File: src/rtl/exec_unit_p.sv
// Clocked execute stage: GPR file, special GPR, ALU, registered flags and an
// iterative shift-add multiplier behind a valid/ready instruction handshake.
module exec_unit_p #(
  parameter int unsigned DATA_W = 16,
  parameter int unsigned NREG   = 32
) (
  input  logic              clk,
  input  logic              rst_n,
  input  logic              instr_valid,
  output logic              instr_ready,
  input  logic [31:0]       instr,
  output logic              res_valid,
  output logic [DATA_W-1:0] res_data,
  output logic              illegal,
  output logic [3:0]        flags,
  output logic [DATA_W-1:0] sgpr,
  input  logic [4:0]        dbg_addr,
  output logic [DATA_W-1:0] dbg_data
);

  localparam int unsigned CW = (DATA_W > 1) ? $clog2(DATA_W) : 1;

  typedef enum logic [1:0] {IDLE, EXEC, MUL} state_e;
  typedef enum logic [4:0] {
    OP_MOVSGPR = 5'd0, OP_MOV, OP_ADD, OP_SUB, OP_MUL, OP_OR,
    OP_AND, OP_XOR, OP_XNOR, OP_NAND, OP_NOR, OP_NOT
  } op_e;

  state_e              state_q;
  logic                ready_q, res_valid_q, illegal_q;
  logic [31:0]         ir_q;
  logic [DATA_W-1:0]   gpr_q [NREG];
  logic [DATA_W-1:0]   sgpr_q, res_data_q;
  logic [3:0]          flags_q;
  logic [2*DATA_W-1:0] mcand_q, acc_q;
  logic [DATA_W-1:0]   mplier_q;
  logic [CW-1:0]       cnt_q;

  logic [4:0]          ir_op, ir_rd, ir_rs1, ir_rs2;
  logic                ir_imm, op_ill;
  logic [DATA_W-1:0]   op_a, op_b, alu_res;
  logic                alu_c, alu_o;
  logic [DATA_W:0]     sum_w, diff_w;
  logic [2*DATA_W-1:0] mul_step;

  assign ir_op  = ir_q[31:27];
  assign ir_rd  = ir_q[26:22];
  assign ir_rs1 = ir_q[21:17];
  assign ir_imm = ir_q[16];
  assign ir_rs2 = ir_q[15:11];
  assign op_ill = (ir_op > OP_NOT);

  always_comb begin
    op_a = '0;
    if ({27'd0, ir_rs1} < NREG) op_a = gpr_q[ir_rs1];
    op_b = '0;
    if (ir_imm) op_b = DATA_W'(ir_q[15:0]);
    else if ({27'd0, ir_rs2} < NREG) op_b = gpr_q[ir_rs2];

    sum_w  = {1'b0, op_a} + {1'b0, op_b};
    diff_w = {1'b0, op_a} - {1'b0, op_b};
    alu_res = '0;
    alu_c   = 1'b0;
    alu_o   = 1'b0;
    case (op_e'(ir_op))
      OP_MOVSGPR: alu_res = sgpr_q;
      OP_MOV:     alu_res = ir_imm ? op_b : op_a;
      OP_ADD: begin
        alu_res = sum_w[DATA_W-1:0];
        alu_c   = sum_w[DATA_W];
        alu_o   = (op_a[DATA_W-1] == op_b[DATA_W-1]) && (alu_res[DATA_W-1] != op_a[DATA_W-1]);
      end
      OP_SUB: begin
        alu_res = diff_w[DATA_W-1:0];
        alu_c   = diff_w[DATA_W];
        alu_o   = (op_a[DATA_W-1] != op_b[DATA_W-1]) && (alu_res[DATA_W-1] != op_a[DATA_W-1]);
      end
      OP_OR:      alu_res = op_a | op_b;
      OP_AND:     alu_res = op_a & op_b;
      OP_XOR:     alu_res = op_a ^ op_b;
      OP_XNOR:    alu_res = ~(op_a ^ op_b);
      OP_NAND:    alu_res = ~(op_a & op_b);
      OP_NOR:     alu_res = ~(op_a | op_b);
      OP_NOT:     alu_res = ir_imm ? ~op_b : ~op_a;
      default:    alu_res = '0;
    endcase

    mul_step = acc_q + (mplier_q[0] ? mcand_q : '0);
  end

  assign instr_ready = ready_q;
  assign res_valid   = res_valid_q;
  assign illegal     = illegal_q;
  assign res_data    = res_data_q;
  assign flags       = flags_q;
  assign sgpr        = sgpr_q;
  assign dbg_data    = ({27'd0, dbg_addr} < NREG) ? gpr_q[dbg_addr] : '0;

  always_ff @(posedge clk or negedge rst_n) begin
    if (!rst_n) begin
      state_q     <= IDLE;
      ready_q     <= 1'b0;
      res_valid_q <= 1'b0;
      illegal_q   <= 1'b0;
      ir_q        <= '0;
      sgpr_q      <= '0;
      res_data_q  <= '0;
      flags_q     <= '0;
      mcand_q     <= '0;
      acc_q       <= '0;
      mplier_q    <= '0;
      cnt_q       <= '0;
      for (int unsigned i = 0; i < NREG; i++) gpr_q[i] <= '0;
    end else begin
      res_valid_q <= 1'b0;
      illegal_q   <= 1'b0;
      case (state_q)
        IDLE: begin
          ready_q <= 1'b1;
          if (instr_valid && ready_q) begin
            ir_q    <= instr;
            ready_q <= 1'b0;
            state_q <= EXEC;
          end
        end
        EXEC: begin
          if (op_ill) begin
            res_valid_q <= 1'b1;
            illegal_q   <= 1'b1;
            res_data_q  <= '0;
            ready_q     <= 1'b1;
            state_q     <= IDLE;
          end else if (ir_op == OP_MUL) begin
            mcand_q  <= {{DATA_W{1'b0}}, op_a};
            mplier_q <= op_b;
            acc_q    <= '0;
            cnt_q    <= '0;
            state_q  <= MUL;
          end else begin
            if ({27'd0, ir_rd} < NREG) gpr_q[ir_rd] <= alu_res;
            flags_q     <= {alu_res[DATA_W-1], alu_res == '0, alu_o, alu_c};
            res_data_q  <= alu_res;
            res_valid_q <= 1'b1;
            ready_q     <= 1'b1;
            state_q     <= IDLE;
          end
        end
        MUL: begin
          acc_q    <= mul_step;
          mcand_q  <= mcand_q << 1;
          mplier_q <= mplier_q >> 1;
          cnt_q    <= cnt_q + 1'b1;
          // Last partial product is folded in combinationally so retire lands on the final MUL edge.
          if (cnt_q == CW'(DATA_W - 1)) begin
            if ({27'd0, ir_rd} < NREG) gpr_q[ir_rd] <= mul_step[DATA_W-1:0];
            sgpr_q      <= mul_step[2*DATA_W-1:DATA_W];
            flags_q     <= {mul_step[2*DATA_W-1], mul_step == '0, 2'b00};
            res_data_q  <= mul_step[DATA_W-1:0];
            res_valid_q <= 1'b1;
            ready_q     <= 1'b1;
            state_q     <= IDLE;
          end
        end
        default: begin
          ready_q <= 1'b0;
          state_q <= IDLE;
        end
      endcase
    end
  end

endmodule

File: config.mk
export PLATFORM = sky130hd
export DESIGN_NAME = exec_unit_p
export DESIGN_NICKNAME = d
export VERILOG_FILES = /design/src/rtl/exec_unit_p.sv
export SDC_FILE = /design/constraint.sdc
export NUM_CORES = 2
export LEC_CHECK = 0
export CORE_UTILIZATION = 25
export DETAILED_ROUTE_END_ITERATION = 12
export HOLD_SLACK_MARGIN = 0.06
export PLACE_DENSITY = 0.51
export REMOVE_ABC_BUFFERS = 1
export SETUP_SLACK_MARGIN = 0.4
export SKIP_LAST_GASP = 1
export SLEW_MARGIN = 40
export SYNTH_ARGS = -nofsm -noshare
export SYNTH_HDL_FRONTEND = slang
export SYNTH_SLANG_ARGS = --single-unit
export TNS_END_PERCENT = 50
File: constraint.sdc
create_clock -name clk -period 14.77 [get_ports clk]
set_clock_uncertainty 0.05 [all_clocks]
set_input_delay 1.477 -clock clk [delete_from_list [all_inputs] [get_ports clk]]
set_output_delay 1.477 -clock clk [all_outputs]
set_load 0.01 [all_outputs]
Word-level counts from Yosys, hierarchy flattened:

Index checks and enable logic that the tools add are counted.

* bits in registers: 669
* bits of input ports: 40
* output and inout port bits: 55

* muxes and demuxes: 60
* bitwise gates (word level): 12
* reduce and logical (&&, ||, !) cells: 16
* equality and inequality tests: 24
* $add $sub $neg: 4
* magnitude comparators: 6

Operators with widths (count)
* $mux W512: 3
* $bwmux W512: 2
* $pmux W512 S2: 1
* $bmux W16 S5: 3
* $mux W16: 15
* $pmux W16 S11: 1
* $mux W32: 5
* $pmux W32 S2: 2
* $demux W16 S5: 1
* $not A16 Y16: 5
* $pmux W16 S2: 2
* $add A32 B32 Y32: 1
* $logic_not A32 Y1: 1
* $ge A6 B6 Y1 const B: 4
* $not A5 Y6: 4
* $eq A5 B3 Y1 const B: 4
* $eq A5 B4 Y1 const B: 4
* $mux W4: 5
* $add A16 B16 Y17: 1
* $sub A16 B16 Y17: 1
* $and A16 B16 Y16: 1
* $logic_not A16 Y1: 1
* $or A16 B16 Y16: 1
* $pmux W4 S2: 2
* 25 further kinds: 52

Depth between registers and ports, before layout:

* depth after elaboration: 12
* mapped depth: 24

Worst setup path before layout:

Ideal clock, no wire load.

* path type: flip-flop to flip-flop
* from: register ir_q[11]
* to: register gpr_q[351] (netlist bit)
* library setup time: 167 ps
* period minus slack after synthesis: 5792 ps
* path buffers: 5
* arrival: 5575 ps
* setup slack: 8978 ps
* required time: 14553 ps
* cell stages (with the launch flop): 23
* path through: dfrtp_1 > clkbuf_1 > buf_2 > buf_1 > mux4_2 > mux4_2 > mux2i_1 > nor2_1 > a21oi_1 > ha_1 > clkbuf_1 > nand2b_1 > o311ai_0 > and3_1 > o21ai_1 > a211o_1 > a2111oi_0 > nor3_1 > a221o_1 > a211o_1 > a21boi_2 > buf_4 > a31oi_1

* word-level cells in the longest chain between the ends: 12

RTL lines
* start, declared: RTL line 31 `logic [31:0] ir_q;`
* start signal, assigned: RTL line 121 `ir_q <= instr;`
* $not A5 Y6 (not written as such): RTL line 58 `else if ({27'd0, ir_rs2} < NREG) op_b = gpr_q[ir_rs2];`
* $bmux W16 S5: RTL line 58
* $mux W16 (not written as such) (2 in series): RTL line 58
* $mux W16 *: RTL line 57 `if (ir_imm) op_b = DATA_W'(ir_q[15:0]);`
* branches (longest 2 deep; another with $sub A16 B16 Y17)
* $pmux W16 S11 *: RTL line 65 `case (op_e'(ir_op))`
* $bwmux W512 *: RTL line 140 `if ({27'd0, ir_rd} < NREG) gpr_q[ir_rd] <= alu_res;`
* $mux W512 *: RTL line 133 `end else if (ir_op == OP_MUL) begin`
* $mux W512 *: RTL line 127 `if (op_ill) begin`
* $pmux W512 S2 *: RTL line 117 `case (state_q)`
* end signal, assigned by index: RTL line 140
* end signal, assigned by index: RTL line 155 `if ({27'd0, ir_rd} < NREG) gpr_q[ir_rd] <= mul_step[DATA_W-1:0];`
* end, declared: RTL line 32 `logic [DATA_W-1:0] gpr_q [NREG];`

Mark *: on every way between the ends. The select of a mux whose other input is x is not followed.
A chain may end at the register's enable or synchronous reset.

Worst setup path in the final report:

* from: register ir_q[11]
* to: register gpr_q[333] (netlist bit)

Same word-level chain as after synthesis.

==> flow_metrics.env <==
export IMPL_timing_critical_path_max_delay_family="multiplexers"
export IMPL_setup_repair_after_global_routing_missed_its_margin="no"
export IMPL_synthDistinctLibCells=80
export IMPL_seqPwrFrac=0.261
export IMPL_grt_antenna_before_repair=2
export IMPL_power_density_nw_per_um2=258
export IMPL_p_sw_frac=0.486
export IMPL_power_switching_w=0.00604
export IMPL_htree_num_levels=3
export IMPL_worst_hold_slack_ns=0.430
export IMPL_postRouteWirelength_mm=157
export IMPL_routed_wl_per_cell_um=25.6
export IMPL_setup_viol_count_final=0
export IMPL_drt_pass1_iter_count=6
export IMPL_floorplan_die_height_um=412
export IMPL_ios=95
export IMPL_timing_critical_path_depth=17
export IMPL_crit_fanout=77
export IMPL_power_leakage_nw=19.6
export IMPL_post_dp_hpwl_mm=102
export IMPL_worst_setup_path_start_kind="register"
export IMPL_maxCapViolations=0
export IMPL_grt_pass1_vias=32314
export IMPL_global_route_usage_total=0.185
export IMPL_max_stage_delay_ns=0.88
export IMPL_timing_critical_path_to_type="register"
export IMPL_final_weighted_congestion_in_routability_driven_placement=0.941
export IMPL_hold_fix_buffers_cts=0
export IMPL_first_pass_grt_wire_length_mm=232
export IMPL_yosys_warnings=0
export IMPL_crit_path_frequent_cell="sky130_fd_sc_hd__mux4_2"
export IMPL_numCtsBuffers=81
export IMPL_post_synth_top_area_cell="sky130_fd_sc_hd__dfrtp_1"
export IMPL_route_detailed_drc=0
export IMPL_insertion_delay_ns=0.72
export IMPL_power_ir_vdd_worst_mv=0.242
export IMPL_report_final_hold_viol_count=0
export IMPL_detail_route_antenna_nets=0
export IMPL_cell_count_of_the_worst_reg_to_reg_path=17
export IMPL_clock_period_minus_final_worst_setup_slack_ns=8.14
export IMPL_root_buffer="sky130_fd_sc_hd__clkbuf_16"
export IMPL_holdCritPathClass="reg -> reg"
export IMPL_slew_headroom=0.362
export IMPL_dr_total_vias=33045
export IMPL_crit_chain="buf_4, buf_12, mux4_2, mux4_2, mux2i_1, nor2_1, a21oi_1, ha_1, and4_1, nor3_1, a31oi_1, nand3_1, nand2_1, a221o_1, a211oi_1, mux2_2, o21ai_0"
export IMPL_worstHoldPathCells=2
export IMPL_tritoncts="yes"
export IMPL_buffers_inserted_by_post_cts_timing_repair=0
export IMPL_synth_ff_latch_count=669
export IMPL_dpl_cell_area_sq_um=45300
export IMPL_standard_cell_rows=150
export IMPL_syn_to_final_growth_pct=14.6
export IMPL_share_of_the_yosys_chip_area_belonging_to_registers=0.399
export IMPL_timing_final_max_slew_violations=0
export IMPL_setup_tns_ns=0
export IMPL_synthDominantCellAreaShare=0.399
export IMPL_final_cell_area_sq_um=48100
export IMPL_layout_core_utilization=0.288
export IMPL_worst_endpoint_arrival_ns=8.63
export IMPL_slowest_cell_on_the_critical_path="sky130_fd_sc_hd__dfrtp_4"
export IMPL_gr_total_overflow=0
export IMPL_chipWidth_um=412
export IMPL_path_buf_inv=2
export IMPL_grt_start_max_net_pins=139
export IMPL_drtIter0Drc=3303
export IMPL_max_clock_path_buffers=3
export IMPL_clkTransAtPathRegs_ns=0.06
export IMPL_postCtsResizedCells=0
export IMPL_power_total_w=0.0124
export IMPL_design_core_area_sq_um=167000
export IMPL_synth_cells_most_frequent="sky130_fd_sc_hd__nand2_1, sky130_fd_sc_hd__dfrtp_1, sky130_fd_sc_hd__o21ai_0, sky130_fd_sc_hd__mux4_2, sky130_fd_sc_hd__clkbuf_1"
export IMPL_drt_vias_per_instance=5.36
export IMPL_combinationalPowerShare=0.573
export IMPL_synth_most_common_cell="sky130_fd_sc_hd__nand2_1"
export IMPL_required_ns=15.26
export IMPL_timing_worst_setup_path_type="reg -> reg"
export IMPL_synth_area_leaders="sky130_fd_sc_hd__dfrtp_1, sky130_fd_sc_hd__mux4_2, sky130_fd_sc_hd__o21ai_0, sky130_fd_sc_hd__nand2_1, sky130_fd_sc_hd__clkbuf_1"
export IMPL_initial_core_util=0.251
export IMPL_post_synth_instance_area_sq_um=42000
export IMPL_worst_pin_slew_ns=0.957
export IMPL_die_area_sq_um=170000
export IMPL_synth_enable_flop_cells=0
export IMPL_ratio_of_final_minimum_period_to_clock_period=0.551
export IMPL_post_route_cells_drive_above_1_share=0.199
export IMPL_syn_area_per_cell_sq_um=10.6
export IMPL_cellInternalPower_w=0.00639
export IMPL_netlist_instances=3975
export IMPL_postSynth_asyncResetShare=1.00
export IMPL_clock_sink_count=669
export IMPL_synth_flop_cell="sky130_fd_sc_hd__dfrtp_1"
export IMPL_portBuffers=94
export IMPL_status="complete, no violations"
export IMPL_nNetsFinal=4021
export IMPL_power_share_clock=0.167
export IMPL_clock_fmax_ghz=0.123
[routing by layer]
metal	vias to the layer above	track usage	wire [um]
li1	14537	-	-
met1	16902	0.254	67700
met2	1321	0.293	72600
met3	285	0.0360	11800
met4	0	0.0573	5360
met5	-	0	0
[cell type report]
type	instances	area, sq um
Clock buffer	118	2310
Fill cell	17315	119000
Tap cell	2204	2760
Clock inverter	28	418
Sequential cell	669	16800
Antenna cell	4	10.0
Timing Repair Buffer	198	1900
Multi-Input combinational cell	2877	23700
Inverter	66	248
[stage by stage]
step,std cells,worst slack (ns)
after floorplan,3612,4.66
after global placement,6005,6.68
after detailed placement,6012,6.68
after CTS,6158,6.69
after global routing,6160,6.25
final,6164,6.63
[cells in the final DEF (no fill, tap or decap), types with 14 or more instances in the layout]
cell / instances
sky130_fd_sc_hd__a211oi_1: 18
sky130_fd_sc_hd__a21o_1: 19
sky130_fd_sc_hd__a21oi_1: 132
sky130_fd_sc_hd__a31oi_1: 30
sky130_fd_sc_hd__and2_1: 39
sky130_fd_sc_hd__and3_1: 14
sky130_fd_sc_hd__buf_4: 82
sky130_fd_sc_hd__buf_6: 14
sky130_fd_sc_hd__clkbuf_1: 23
sky130_fd_sc_hd__clkbuf_16: 81
sky130_fd_sc_hd__clkbuf_8: 14
sky130_fd_sc_hd__clkdlybuf4s50_1: 88
sky130_fd_sc_hd__dfrtp_1: 659
sky130_fd_sc_hd__ha_1: 84
sky130_fd_sc_hd__inv_1: 61
sky130_fd_sc_hd__mux2_2: 65
sky130_fd_sc_hd__mux2i_1: 78
sky130_fd_sc_hd__mux4_2: 441
sky130_fd_sc_hd__nand2_1: 765
sky130_fd_sc_hd__nand2b_1: 18
sky130_fd_sc_hd__nand3_1: 37
sky130_fd_sc_hd__nand4_1: 17
sky130_fd_sc_hd__nor2_1: 136
sky130_fd_sc_hd__nor2b_1: 18
sky130_fd_sc_hd__nor3_1: 32
sky130_fd_sc_hd__o21ai_0: 663
sky130_fd_sc_hd__xnor2_1: 17
sky130_fd_sc_hd__xor2_1: 16
[power groups by stage]
stage	sequential (W)	combinational [W]	clock, W
after floorplan	0.00322	0.00422	0
after global placement	0.00322	0.00692	0
after detailed placement	0.00326	0.00702	0
after CTS	0.00323	0.00705	0.00212
after global routing	0.00335	0.00764	0.00218
final	0.00324	0.00712	0.00207
[registers in the layout (all words and copies together) (netlist names)]
| register | flops |
|---|---|
| sgpr | 16 |
| gpr_q | 512 |
| flags | 4 |
| mcand_q | 32 |
| res_data | 16 |
| res_valid | 1 |
| mplier_q | 16 |
| cnt_q | 4 |
| ir_q | 32 |
| illegal | 1 |
| acc_q | 32 |
| instr_ready | 1 |
| state_q | 2 |
[cell families after synthesis]
family          count (synthesis)  share of synthesized area
compound gates               1026                      0.138
xor+xnor                       33                    0.00688
fa+ha+maj                      88                     0.0268
buf+inv                       429                     0.0400
flops                         669                      0.399
mux                           588                      0.273
simple gates                 1142                      0.116
[worst min-delay path: cells and delay by family (launching register included)]
family          cells  cell delay (ns)
compound gates      1             0.06
flops               1             0.34
simple gates        1             0.05
[final timing paths]
path / startpoint / to / slack, ns
worst min-delay path: mplier_q[4] / mplier_q[4] / 0.43
worst max-delay path: ir_q[11] / gpr_q[333] / 6.63
worst max register to register: ir_q[11] / gpr_q[333] / 6.63
worst min register to register: mplier_q[4] / mplier_q[4] / 0.43
min in group asynchronous: rst_n / ir_q[2] / 0.72
max in group asynchronous: rst_n / gpr_q[325] / 11.55
Note: power is estimated with default switching activity, not from simulation.
